--- src/rtl/text_scroll_window.sv ---
// Captures a text message into a buffer and presents it on the 16-character
// display, either statically or as a left-scrolling, wrapping window.
module text_scroll_window #(
    parameter int BUF_DEPTH   = 64,
    parameter int WINDOW      = 16,
    parameter int GAP         = 4,
    parameter int STEP_CYCLES = 6750000
) (
    input  logic                  clk,
    input  logic                  reset_n,
    input  logic                  load_start,
    input  logic [7:0]            char_in,
    input  logic                  char_valid,
    input  logic                  load_done,
    input  logic                  freeze,
    output logic [8*WINDOW-1:0]   window,
    output logic [6:0]            msg_len,
    output logic                  busy,
    output logic                  overflow,
    output logic                  scroll_tick
);
    localparam int AW = $clog2(BUF_DEPTH);
    localparam int SW = $clog2(STEP_CYCLES);
    localparam int FW = (WINDOW > 1) ? $clog2(WINDOW) : 1;

    localparam logic [6:0]          DEPTH_LEN = 7'(BUF_DEPTH);
    localparam logic [6:0]          WIN_LEN   = 7'(WINDOW);
    localparam logic [6:0]          GAP_LEN   = 7'(GAP);
    localparam logic [SW-1:0]       STEP_LAST = SW'(STEP_CYCLES - 1);
    localparam logic [FW-1:0]       FILL_LAST = FW'(WINDOW - 1);
    localparam logic [8*WINDOW-1:0] BLANK     = {WINDOW{8'h20}};

    typedef enum logic [2:0] {IDLE, LOAD, FILL, SHOW, SCROLL} state_t;

    state_t              state, state_next;
    logic [7:0]          msg_buf [BUF_DEPTH];
    logic [6:0]          msg_len_next, len_cap;
    logic [6:0]          rd_idx, rd_idx_next, scroll_last;
    logic [SW-1:0]       step_cnt, step_next;
    logic [FW-1:0]       fill_cnt, fill_next;
    logic [8*WINDOW-1:0] window_next;
    logic                armed, armed_next;
    logic                overflow_next, tick_next;
    logic                wr_en;
    logic [7:0]          seq_char;

    // Positions past the captured message read as blanks, which also forms the gap.
    assign seq_char    = (rd_idx < msg_len) ? msg_buf[rd_idx[AW-1:0]] : 8'h20;
    assign scroll_last = msg_len + GAP_LEN - 7'd1;

    always_ff @(posedge clk or negedge reset_n) begin
        if (!reset_n) begin
            state       <= IDLE;
            window      <= BLANK;
            msg_len     <= 7'd0;
            overflow    <= 1'b0;
            scroll_tick <= 1'b0;
            armed       <= 1'b0;
            rd_idx      <= 7'd0;
            step_cnt    <= '0;
            fill_cnt    <= '0;
        end else begin
            state       <= state_next;
            window      <= window_next;
            msg_len     <= msg_len_next;
            overflow    <= overflow_next;
            scroll_tick <= tick_next;
            armed       <= armed_next;
            rd_idx      <= rd_idx_next;
            step_cnt    <= step_next;
            fill_cnt    <= fill_next;
        end
    end

    always_ff @(posedge clk) begin
        if (wr_en) begin
            msg_buf[msg_len[AW-1:0]] <= char_in;
        end
    end

    always_comb begin
        state_next    = state;
        window_next   = window;
        msg_len_next  = msg_len;
        overflow_next = overflow;
        tick_next     = 1'b0;
        armed_next    = armed;
        rd_idx_next   = rd_idx;
        step_next     = step_cnt;
        fill_next     = fill_cnt;
        wr_en         = 1'b0;
        len_cap       = msg_len;
        busy          = (state == LOAD) || (state == FILL);

        if (load_start) begin
            state_next    = LOAD;
            msg_len_next  = 7'd0;
            overflow_next = 1'b0;
            armed_next    = 1'b0;
            window_next   = BLANK;
        end else begin
            case (state)
                LOAD: begin
                    if (char_valid) begin
                        if (msg_len < DEPTH_LEN) begin
                            wr_en   = 1'b1;
                            len_cap = msg_len + 7'd1;
                        end else begin
                            overflow_next = 1'b1;
                        end
                    end
                    msg_len_next = len_cap;
                    if (!load_done) begin
                        armed_next = 1'b1;
                    end
                    // A done level left over from the previous message must not end this load.
                    if (armed && load_done) begin
                        if (len_cap == 7'd0) begin
                            state_next = IDLE;
                        end else begin
                            state_next  = FILL;
                            rd_idx_next = 7'd0;
                            fill_next   = '0;
                        end
                    end
                end
                FILL: begin
                    window_next = {window[8*WINDOW-9:0], seq_char};
                    rd_idx_next = rd_idx + 7'd1;
                    fill_next   = fill_cnt + FW'(1);
                    if (fill_cnt == FILL_LAST) begin
                        if (msg_len <= WIN_LEN) begin
                            state_next = SHOW;
                        end else begin
                            state_next  = SCROLL;
                            rd_idx_next = WIN_LEN;
                            step_next   = '0;
                        end
                    end
                end
                SCROLL: begin
                    if (!freeze) begin
                        if (step_cnt == STEP_LAST) begin
                            step_next   = '0;
                            tick_next   = 1'b1;
                            window_next = {window[8*WINDOW-9:0], seq_char};
                            rd_idx_next = (rd_idx == scroll_last) ? 7'd0 : rd_idx + 7'd1;
                        end else begin
                            step_next = step_cnt + SW'(1);
                        end
                    end
                end
                default: begin
                end
            endcase
        end
    end
endmodule

--- config.mk ---
export PLATFORM = sky130hd
export DESIGN_NAME = text_scroll_window
export DESIGN_NICKNAME = d
export VERILOG_FILES = /design/src/rtl/text_scroll_window.sv
export SDC_FILE = /design/constraint.sdc
export NUM_CORES = 1
export LEC_CHECK = 0
export CAP_MARGIN = 30
export CORE_MARGIN = 3
export CORE_UTILIZATION = 45
export CTS_BUF_LIST = sky130_fd_sc_hd__clkbuf_2
export CTS_CLUSTER_DIAMETER = 150
export DETAILED_ROUTE_END_ITERATION = 8
export HOLD_SLACK_MARGIN = 0.02
export PLACE_DENSITY = 0.65
export SYNTH_ARGS = -nofsm -noshare
export SYNTH_HDL_FRONTEND = slang
export SYNTH_SLANG_ARGS = --single-unit
--- constraint.sdc ---
create_clock -name clk -period 2.65 [get_ports clk]
set_input_delay 0.6625 -clock clk [delete_from_list [all_inputs] [get_ports clk]]
set_output_delay 0.6625 -clock clk [all_outputs]
set_load 0.005 [all_outputs]
Word level (Yosys, flattened, before mapping). Memory sizes are Yosys's and may differ from the RTL's. Cells that the tools add are included.

Add/sub/neg operators: 6. $lt $le $gt $ge: 3. Equality and inequality tests: 18. Multiplexer cells: 50. Bitwise operators: 1. Reduce and logical (&&, ||, !) cells: 17.

Operators by type and width (number): $mux W128 (3); $pmux W128 S2 (1); $mux W23 (4); $mux W7 (13); $pmux W23 S2 (1); $add A23 B1 Y23 const B (1); $eq A23 B23 Y1 const B (1); $pmux W7 S3 (1); $mux W1 (17); $add A7 B1 Y7 const B (2); $mux W3 (4); $ne A2 B2 Y1 const B (6); $reduce_and A3 Y1 (3); $reduce_bool A3 Y1 (3); $mux W4 (2); $mux W8 (1); $pmux W4 S2 (1); $reduce_bool A2 Y1 (4); $add A7 B3 Y7 const B (1); $eq A7 B7 Y1 (1); $le A7 B5 Y1 const B (1); $logic_not A7 Y1 (1); $lt A7 B7 Y1 (1); $lt A7 B7 Y1 const B (1); other kinds (18) (21).

Register bits: 175. Memory bits (writable): 512. Input port bits: 14. Output and inout bits: 138. Word-level logic and storage cells: 105. Memories: 1.

Memory list: msg_buf (depth 64, bits a word 8, read ports 1, clocked after memory_dff 0, write ports 1, line 36) `logic [7:0] msg_buf [BUF_DEPTH];`.

Longest topological paths before layout. Gate-level depths: netlist of the first run.

Depth after elaboration: 10. Depth in mapped cells: 12. Mapped depth without buffers: 8.

Worst setup path after synthesis of the first run. OpenSTA, ideal clock, no wires.

Kind: reg-to-reg. Start point: register rd_idx[0]. End point: register window[0]. Setup time: 0.126 ns. Arrival time: 2.368 ns. Data required time: 2.524 ns. Slack: 0.156 ns. Cell stages (with the launch flop): 13. Buffers on the path: 4. Clock period less this slack: 2.494 ns. Path through: dfrtp_1 buf_2 buf_6 buf_4 buf_2 inv_1 ha_1 nor2b_1 o211ai_1 a21oi_1 nand4b_1 nor2_1 a221o_1.

Longest elaborated chain between the ends: 6.

Ends and longest elaborated chain: from (decl) (line 38) `logic [6:0] rd_idx, rd_idx_next, scroll_last;`; from (signal assigned) (line 69) `rd_idx <= rd_idx_next;`; $mem_v2 Z64 W8 or $lt A7 B7 Y1 (tied branches); $mux W8 * (line 48) `assign seq_char = (rd_idx < msg_len) ? msg_buf[rd_idx[AW-1:0]] : 8'h20;`; $mux W128 (line 143) `if (step_cnt == STEP_LAST) begin`; $mux W128 (line 142) `if (!freeze) begin`; $pmux W128 S2 * (line 102) `case (state)`; $mux W128 * (line 95) `if (load_start) begin`; to (signal assigned) (line 64) `window <= window_next;`; to (decl) (line 16) `output logic [8*WINDOW-1:0] window,`.

Every way passes the cells marked *; elsewhere a longest branch is shown, timed or not. The select of a mux whose other input is x is not followed. A chain may end at the register's enable or synchronous reset.

Final worst setup path of the first run.
Start point: register state[2]. End point: output busy.

Longest elaborated chain between the ends: 2.

Ends and longest elaborated chain: from (decl) (line 35) `state_t state, state_next;`; from (signal assigned) (line 63) `state <= state_next;`; $eq A3 B1 Y1 or $eq A3 B2 Y1 (tied branches) (line 93) `busy = (state == LOAD) || (state == FILL);`; $logic_or A1 B1 Y1 * (line 93); to (decl) (line 18) `output logic busy,`.

Every way passes the cells marked *; elsewhere a longest branch is shown, timed or not.

==> results of run 1 <==
==> routing by layer <==
| metal | part of all wire | up-vias |
|---|---|---|
| met5 | 0 | - |
| met4 | 0.022 | 0 |
| met3 | 0.083 | 109 |
| met2 | 0.47 | 781 |
| met1 | 0.42 | 8722 |
| li1 | - | 7643 |
==> metrics by stage <==
stage | setup slack [ns] | total power, W | instance area (um^2) | util | std cells
floorplan | 0.156 | 0.0133 | 27500 | - | 1569
global placement | -0.0992 | 0.0144 | 31300 | 0.524 | 2594
detailed placement | -0.131 | 0.0144 | 31300 | 0.524 | 2594
CTS | -0.409 | 0.0223 | 33900 | 0.567 | 3084
global route | -0.387 | 0.0231 | 34100 | 0.572 | 3101
finish | -0.255 | 0.0221 | 34100 | 0.572 | 3101
==> report_power, final <==
group / internal, W / switching, W
registers: 0.0117 / 0.000101
logic: 0.00147 / 0.00161
clock network: 0.00299 / 0.00425
==> cells by family (layout without fill, tap and decap cells) <==
| kind of cell | count (synthesis) | in the layout |
|---|---|---|
| compound gates | 258 | 258 |
| xor+xnor | 23 | 23 |
| fa+ha+maj | 13 | 13 |
| buf+inv | 110 | 865 |
| flops | 687 | 687 |
| mux | 203 | 203 |
| other cells | 0 | 4 |
| simple gates | 275 | 275 |
==> worst max-delay path, stage by stage, from the launching register on <==
cell     delay, ns
dfrtp_2       0.47
nor3b_4       0.25
nor2_2        0.09
inv_2         0.06
buf_6         0.08
==> cells in the mapped netlist (3+ instances only) <==
master     number
dfrtp_1       159
buf_4           3
o21ai_0        24
nand3_1        22
nor3_1         14
buf_1           8
nand4_1         8
a21oi_1        19
clkbuf_1       41
mux4_2        114
dfstp_2        16
edfxtp_1      512
o221ai_1       10
a221o_1         7
inv_1          18
o31ai_1        10
buf_2          36
nor4_1          9
o2111ai_1       4
nand2_1        38
o22a_1         15
ha_1           13
xor2_1          3
or3_1           4
a31oi_1        13
o2bb2ai_1       3
or2_2           4
o211ai_1        3
nor2b_1        12
nor2_1        128
nor3b_1         3
xnor2_1        20
and3_1          4
a22o_1        127
and2_1          3
mux2i_1        89
a211oi_1        3
nand2b_1        6
==> flip-flops by register name, summed over array words and instances (netlist names) <==
register	count
msg_len	7
scroll_tick	1
window	128
state	3
rd_idx	7
fill_cnt	4
overflow	1
armed	1
msg_buf	512
step_cnt	23
==> repair_timing <==
action                                 CTS  global route
endpoints found under the hold margin  679             0
setup endpoints to repair              142           197
pin swaps                                2             6
hold buffers                            14             0
buffers inserted                       163            25
gates resized for setup                595            38
gates cloned                             1             2
==> final cells by class <==
class                   instances  area share
inverters                      19     0.00209
flip-flops and latches        687       0.580
well taps                     773      0.0283
repair buffers                534       0.126
diodes                          4    0.000293
clock inverters                70      0.0125
multi-input cells             772       0.215
clock buffers                 242      0.0355
==> path summary, 6_finish.rpt <==
path                                           endpoint  slack (ns)  depth (start not counted)
worst max-delay path                               busy       -0.26                          4
min in group asynchronous        window[10]$_DFFE_PN0P_        0.55                          4
worst max register to register    window[7]$_DFFE_PN0P_        0.01                          8
max in group asynchronous        window[29]$_DFFE_PN1P_        1.72                          4
worst min register to register  window[122]$_DFFE_PN0P_        0.51                          1
worst min-delay path             msg_len[0]$_DFFE_PN0P_        0.33                          3
==> reports/summary.txt, run 1 <==
Outcome: complete, but fails checks
Failing checks: setup timing
Synth Area in XOR/XNOR: 0.00734
Synth Area in Adders: 0.00592
Clk buf depth: 3
Die ar.: 64000 um^2
Most Crowded Layer GR: met2
CP required: 1.99 ns
Worst IR drop on VDD: 314 uV
Drt first pass iters: 5
Core area: 59700 um^2
Commonest non-fill, non-tap cell in the layout: edfxtp_1
Largest net degree at the start of global routing: 65
Total CTS buffers: 170
Vias in the first global route: 17800
TritonCTS clock tree: built
Synth top area cells: edfxtp_1 56%, dfrtp_1 14%, mux4_2 9.4%
Clk_lat worst skew: 1.34 ns
Fillcell total: 4611
Mux share of post-synthesis cell area: 0.126
DR iter-0 viols: 1566
Root Driver: clkbuf_2
Actual slew at the worst max-slew pin: 0.864 ns
Clock sinks: 687
Hold_ws: 0.333 ns
Top-area cell type share of the netlist area: 0.560
Setup tns final: -0.255 ns
Worst min path class: in -> reg
Lkg Pwr: 13.1 nW
Site Rows: 89
CP max FO: 4
Clock skew: 0.101 ns
RSZ-0062 raised after global routing: true
Crit path time final: 2.91 ns
Via density per instance: 5.56
Syn_nets: 1596
Grt met3 use: 0.0542
EDFF count, synth: 512
Upper clock frequency limit: 344 MHz
Initial Util: 0.460
M2 GR Usage: 0.348
# setup viols final: 1
Total global-route track usage: 0.223
Drt drc: 0
Share of cells above drive strength 1: 0.410
Most used DFF post-synth: edfxtp_1
Post-DP HPWL: 43700 um
Fin. max-slew vios: 0
Vias: 17300
First-pass GRT wire length: 106000 um
CP endpoint kind: output pin
Antenna Violating Nets Remaining: 0
Final Hold Violating Endpoints: 0
Seq. cell area: 19800 um^2
Post-synthesis compound-gate area fraction: 0.0745
Initial antenna violation count: 2
Met1 usage: 0.307
Mapped Area: 27500 um^2
Synth Register Bits: 687
RR Startpoint: rd_idx[0]$_DFFE_PN0P_
Yosys top cell by area: edfxtp_1
Simple-Gate Fraction of Synth Area: 0.0484
CP Data Arrival Time: 2.24 ns
Post-synthesis cell type count: 70
Htree depth: 4
Setup WS post-layout: -0.255 ns
IO Count: 152
Final WL: 70100 um
GPL Wtd Cong: 0.838
Slew HR: 0.424
Nets: 2211
Synth Warn #: 0
MaxCap Viol Count: 0
Area delta synth->final: 24.3%
Worst setup path start: state[2]$_DFFE_PN0P_
Grt ovf: 0
Most frequent cells in the layout: 512 x edfxtp_1, 325 x buf_4, 242 x clkbuf_2
Area of the multi-input gates: 7340 um^2
WL per Instance: 22.6 um
Synth Area per Inst: 17.5 um^2
Pwr dens: 647 nW/um^2
Clk pin slew, worst setup/hold paths: 0.11 ns
CP Class: reg -> out
Startpoint types: flip-flop
Register area share after synthesis: 0.720
Largest family of logic cells by synthesized area: multiplexers
Async SR Flop Fraction: 0.255
Mapped Cells: 1569
Hold Startpoint: char_valid
Chip width: 253 um
Die Ht: 253 um
I/O Buffers: 151
Period utilisation layout: 1.10
Note: power is estimated with default switching activity, not from simulation.
==> run 2: changes to the inputs <==
- RECOVER_POWER: not set -> 50
==> run 2 against run 1 <==
  * The flow finishes with violations (capacitance limit, slew limit, setup timing)
  * Largest cell class unchanged
  * Final cell count did not move
  * Setup slack gained 0.012 ns
  * Highest routed layer unchanged
  * Combinational power about the same
==> reports/summary.txt, run 2 (synthesis results as in run 1) <==
Outcome: complete, but fails checks
Failing checks: capacitance limit, slew limit, setup timing
Clk_lat worst skew: 1.33 ns
Die ar.: 64000 um^2
Core area: 59700 um^2
Flop pwr share: 0.534
Fillcell total: 4639
Met3 WL: 5620 um
Commonest non-fill, non-tap cell in the layout: edfxtp_1
Root Driver: clkbuf_2
FF-to-FF path depth: 8
Htree depth: 4
Share of cells above drive strength 1: 0.401
Clk buf depth: 3
Chip width: 253 um
Clk pin slew, worst setup/hold paths: 0.12 ns
Drt drc: 0
# setup viols final: 1
Setup tns final: -0.243 ns
CP max FO: 4
Clock power frac: 0.328
Final Hold Violating Endpoints: 0
Site Rows: 89
Worst IR drop on VDD: 311 uV
Total global-route track usage: 0.223
Switching power: 0.00593 W
Drt first pass iters: 5
Slew HR: -0.00474
Pwr dens: 648 nW/um^2
Total CTS buffers: 170
CP Data Arrival Time: 2.23 ns
Initial antenna violation count: 2
Initial Util: 0.460
Area delta synth->final: 23.8%
Clock skew: 0.105 ns
Post-DP HPWL: 43700 um
Grt ovf: 0
DR iter-0 viols: 1443
Clock sinks: 687
Actual slew at the worst max-slew pin: 1.51 ns
Final WL: 70000 um
Met1 WL: 29400 um
Largest net degree at the start of global routing: 65
Most frequent cells in the layout: 512 x edfxtp_1, 312 x buf_4, 248 x clkbuf_2
Upper clock frequency limit: 346 MHz
CP endpoint kind: output pin
TritonCTS clock tree: built
Vias in the first global route: 17800
Crit path time final: 2.89 ns
WL per Instance: 22.6 um
Startpoint types: flip-flop
Hold_ws: 0.314 ns
Lkg Pwr: 13.0 nW
Cell depth of the worst min-delay path: 3
Met2 Wirelength: 33400 um
Max FFs per register: 512
Die Ht: 253 um
Pre-CTS WS: -0.131 ns
Via density per instance: 5.55
Int Pwr: 0.0161 W
Worst min path class: in -> reg
GPL Wtd Cong: 0.838
I/O Buffers: 151
Final Power: 0.0220 W
Vias: 17200
Net Sw Frac: 0.269
First-pass GRT wire length: 106000 um
Core Util, Final: 0.569
Nets: 2211
RSZ-0062 raised after global routing: true
Period utilisation layout: 1.09
Top Layer Used: met4
IO Count: 152
Combinational group share of total power: 0.138
CP Class: reg -> out
Fin. max-slew vios: 28
Setup WS post-layout: -0.243 ns
CP required: 1.99 ns
MaxCap Viol Count: 1
Antenna Violating Nets Remaining: 0
run 2: cell count changes in the layout (fill, tap and decap cells not counted), sizes merged:
| cell | previous run | this run |
|---|---|---|
| clkbuf | 243 | 269 |
| buf | 516 | 490 |
run 2: path summary, 6_finish.rpt:
check                                        start                 endpoint  slack, ns
setup / recovery              state[2]$_DFFE_PN0P_                     busy      -0.24
hold / removal                          char_valid   msg_len[0]$_DFFE_PN0P_       0.31
setup reg to reg             rd_idx[0]$_DFFE_PN0P_    window[7]$_DFFE_PN0P_       0.01
hold reg to reg            window[122]$_DFFE_PN0P_  window[122]$_DFFE_PN0P_       0.51
max in group asynchronous                  reset_n   window[71]$_DFFE_PN0P_       0.21
min in group asynchronous                  reset_n  window[101]$_DFFE_PN1P_       1.02
run 2: area by class of cell:
class                      instances  area [um^2]  share of cell area
sequential                       687        19800               0.582
multi-input combinational        772         7340               0.216
timing repair buffer             534         4170               0.123
clock buffer                     242         1210              0.0356
tap                              773          967              0.0285
clock inverter                    70          428              0.0126
inverter                          19         71.3             0.00210
antenna                            4         10.0            0.000295
run 2: repair_timing:
item | CTS | global route
pin swaps | 2 | 6
buffers inserted | 163 | 25
endpoints found under the hold margin | 679 | 0
gates resized for setup | 595 | 38
endpoints found under the setup margin | 142 | 197
cloned | 1 | 2
hold buffers | 14 | 0
run 2: critical path, stage by stage, from the launching register on:
cell     delay (ns)
dfrtp_2        0.47
nor3b_4        0.25
nor2_2         0.09
inv_2          0.06
buf_6          0.08
run 2: per-layer routing:
metal | vias up | track usage
met4 | 0 | 0.0806
met2 | 750 | 0.348
met1 | 8732 | 0.307
li1 | 7639 | -
met5 | - | 0
met3 | 102 | 0.0542
run 2: through the flow:
step / instances / cell area (um^2)
floorplan: 1569 / 27500
global placement: 2594 / 31300
detailed placement: 2594 / 31300
CTS: 3084 / 33900
global route: 3101 / 34000
finish: 3101 / 34000
run 2: power groups by stage:
stage	clock, W	combinational (W)	sequential, W
finish	0.00722	0.00305	0.0118
global route	0.00807	0.00326	0.0118
CTS	0.00747	0.00304	0.0118
detailed placement	0	0.00243	0.0120
global placement	0	0.00239	0.0120
floorplan	0	0.00131	0.0120
==> run 3: changes to the inputs <==
- CORE_UTILIZATION: 45 -> 36
- PLACE_DENSITY: 0.65 -> not set
==> run 3 against run 2 <==
  * Clock power shrank 1%
  * Combinational power is 2% lower
  * Largest cell class unchanged
  * Routed wire length is 2.6% higher
  * Critical path depth is the same
  * Clock skew down 0.0029 ns
  * Core utilization fell by 11 points
  * The flow still finishes with violations (capacitance limit, slew limit, setup timing)
==> reports/summary.txt, run 3 (synthesis results as in run 1) <==
Outcome: complete, but fails checks
Failing checks: capacitance limit, slew limit, setup timing
Clock sinks: 687
Net Sw Frac: 0.275
Total global-route track usage: 0.178
CP endpoint kind: output pin
Initial antenna violation count: 3
First-pass GRT wire length: 106000 um
Chip width: 282 um
Clock power frac: 0.326
Combinational group share of total power: 0.136
Worst IR drop on VDD: 373 uV
Lkg Pwr: 13.0 nW
Vias: 17200
Clk pin slew, worst setup/hold paths: 0.10 ns
Max FFs per register: 512
Antenna Violating Nets Remaining: 0
Upper clock frequency limit: 343 MHz
TritonCTS clock tree: built
Worst min path class: in -> reg
FF-to-FF path depth: 7
CP Class: reg -> out
Final Power: 0.0219 W
I/O Buffers: 151
Grt ovf: 0
Startpoint types: flip-flop
CP max FO: 3
Root Driver: clkbuf_2
Clock skew: 0.102 ns
Core area: 74900 um^2
Clk_lat worst skew: 1.40 ns
Commonest non-fill, non-tap cell in the layout: edfxtp_1
Pre-CTS WS: -0.171 ns
Most frequent cells in the layout: 512 x edfxtp_1, 320 x buf_4, 257 x clkbuf_2
WL per Instance: 21.7 um
Setup tns final: -0.309 ns
Period utilisation layout: 1.10
Switching power: 0.00601 W
Via density per instance: 5.20
Site Rows: 100
Drt drc: 0
CP Data Arrival Time: 2.26 ns
Final WL: 71800 um
M2 GR Usage: 0.281
Clk buf depth: 3
Largest net degree at the start of global routing: 65
Initial Util: 0.366
DR iter-0 viols: 1302
Final Hold Violating Endpoints: 0
Share of cells above drive strength 1: 0.411
RSZ-0062 raised after global routing: true
IO Count: 152
Die ar.: 79600 um^2
Cell depth of the worst min-delay path: 2
Fin. max-slew vios: 228
Hold_ws: 0.290 ns
Total CTS buffers: 174
Drt first pass iters: 7
Int Pwr: 0.0159 W
Vias in the first global route: 17400
# setup viols final: 3
Nets: 2213
Htree depth: 4
GPL Wtd Cong: 0.869
Met1 usage: 0.241
Most Crowded Layer GR: met2
Flop pwr share: 0.538
Grt met3 use: 0.0441
Actual slew at the worst max-slew pin: 1.55 ns
CP required: 1.99 ns
Pwr dens: 638 nW/um^2
Post-DP HPWL: 44300 um
Setup WS post-layout: -0.268 ns
Area delta synth->final: 24.8%
MaxCap Viol Count: 5
Die Ht: 282 um
Crit path time final: 2.92 ns
Slew HR: -0.0365
==> run 3: changes by cell type in the layout (fill, tap and decap cells not counted), moves of 8 or more <==
cell and change:
clkbuf_2 +9, clkbuf_1 -10, dfrtp_2 +8, dfrtp_1 -8, buf_4 +8
==> run 3: worst max-delay path, stage by stage (launching register included) <==
cell     delay (ns)
dfrtp_2        0.45
nor3b_4        0.17
nor2_2         0.15
inv_1          0.06
buf_2          0.12
==> run 3: per-layer routing <==
metal / up-vias / share of wire
met2: 595 / 0.48
li1: 7673 / -
met1: 8810 / 0.43
met5: - / 0
met4: 0 / 0.019
met3: 98 / 0.070
==> run 3: area by class of cell <==
type,instances,area (um^2)
inverters,19,75.1
fillers,6580,40700
repair buffers,531,4200
diodes,8,20.0
well taps,969,1210
clock inverters,66,357
clock buffers,249,1250
multi-input cells,773,7380
flip-flops and latches,687,19800
==> run 3: final timing paths <==
check	slack [ns]	end	start
worst max-delay path	-0.27	busy	state[1]$_DFFE_PN0P_
worst min-delay path	0.29	msg_buf[22][2]$_DFFE_PP_	char_in[2]
worst max register to register	0.03	window[3]$_DFFE_PN0P_	rd_idx[0]$_DFFE_PN0P_
worst min register to register	0.51	window[123]$_DFFE_PN0P_	window[123]$_DFFE_PN0P_
max in group asynchronous	0.05	rd_idx[0]$_DFFE_PN0P_	reset_n
min in group asynchronous	1.11	window[5]$_DFFE_PN1P_	reset_n
==> run 3: power groups by stage <==
stage | Sequential, W | Combinational (W) | Clock (W)
3_5_place_dp | 0.0120 | 0.00248 | 0
5_1_grt | 0.0118 | 0.00316 | 0.00800
2_1_floorplan | 0.0120 | 0.00131 | 0
4_1_cts | 0.0117 | 0.00293 | 0.00738
6_report | 0.0118 | 0.00298 | 0.00713
3_3_place_gp | 0.0120 | 0.00245 | 0
==> run 3: timing repair <==
item | in CTS | in global routing
buffers inserted | 154 | 27
gates cloned | 1 | 3
setup endpoints to repair | 143 | 130
gates resized for setup | 591 | 39
hold buffers | 14 | 0
pin swaps | 3 | 5
endpoints found under the hold margin | 690 | 0
==> run 3: stage by stage <==
step	util	cells	instance area [um^2]
global placement	0.422	2790	31600
finish	0.457	3302	34300
floorplan	-	1569	27500
detailed placement	0.422	2790	31600
global route	0.457	3302	34300
CTS	0.454	3271	34000
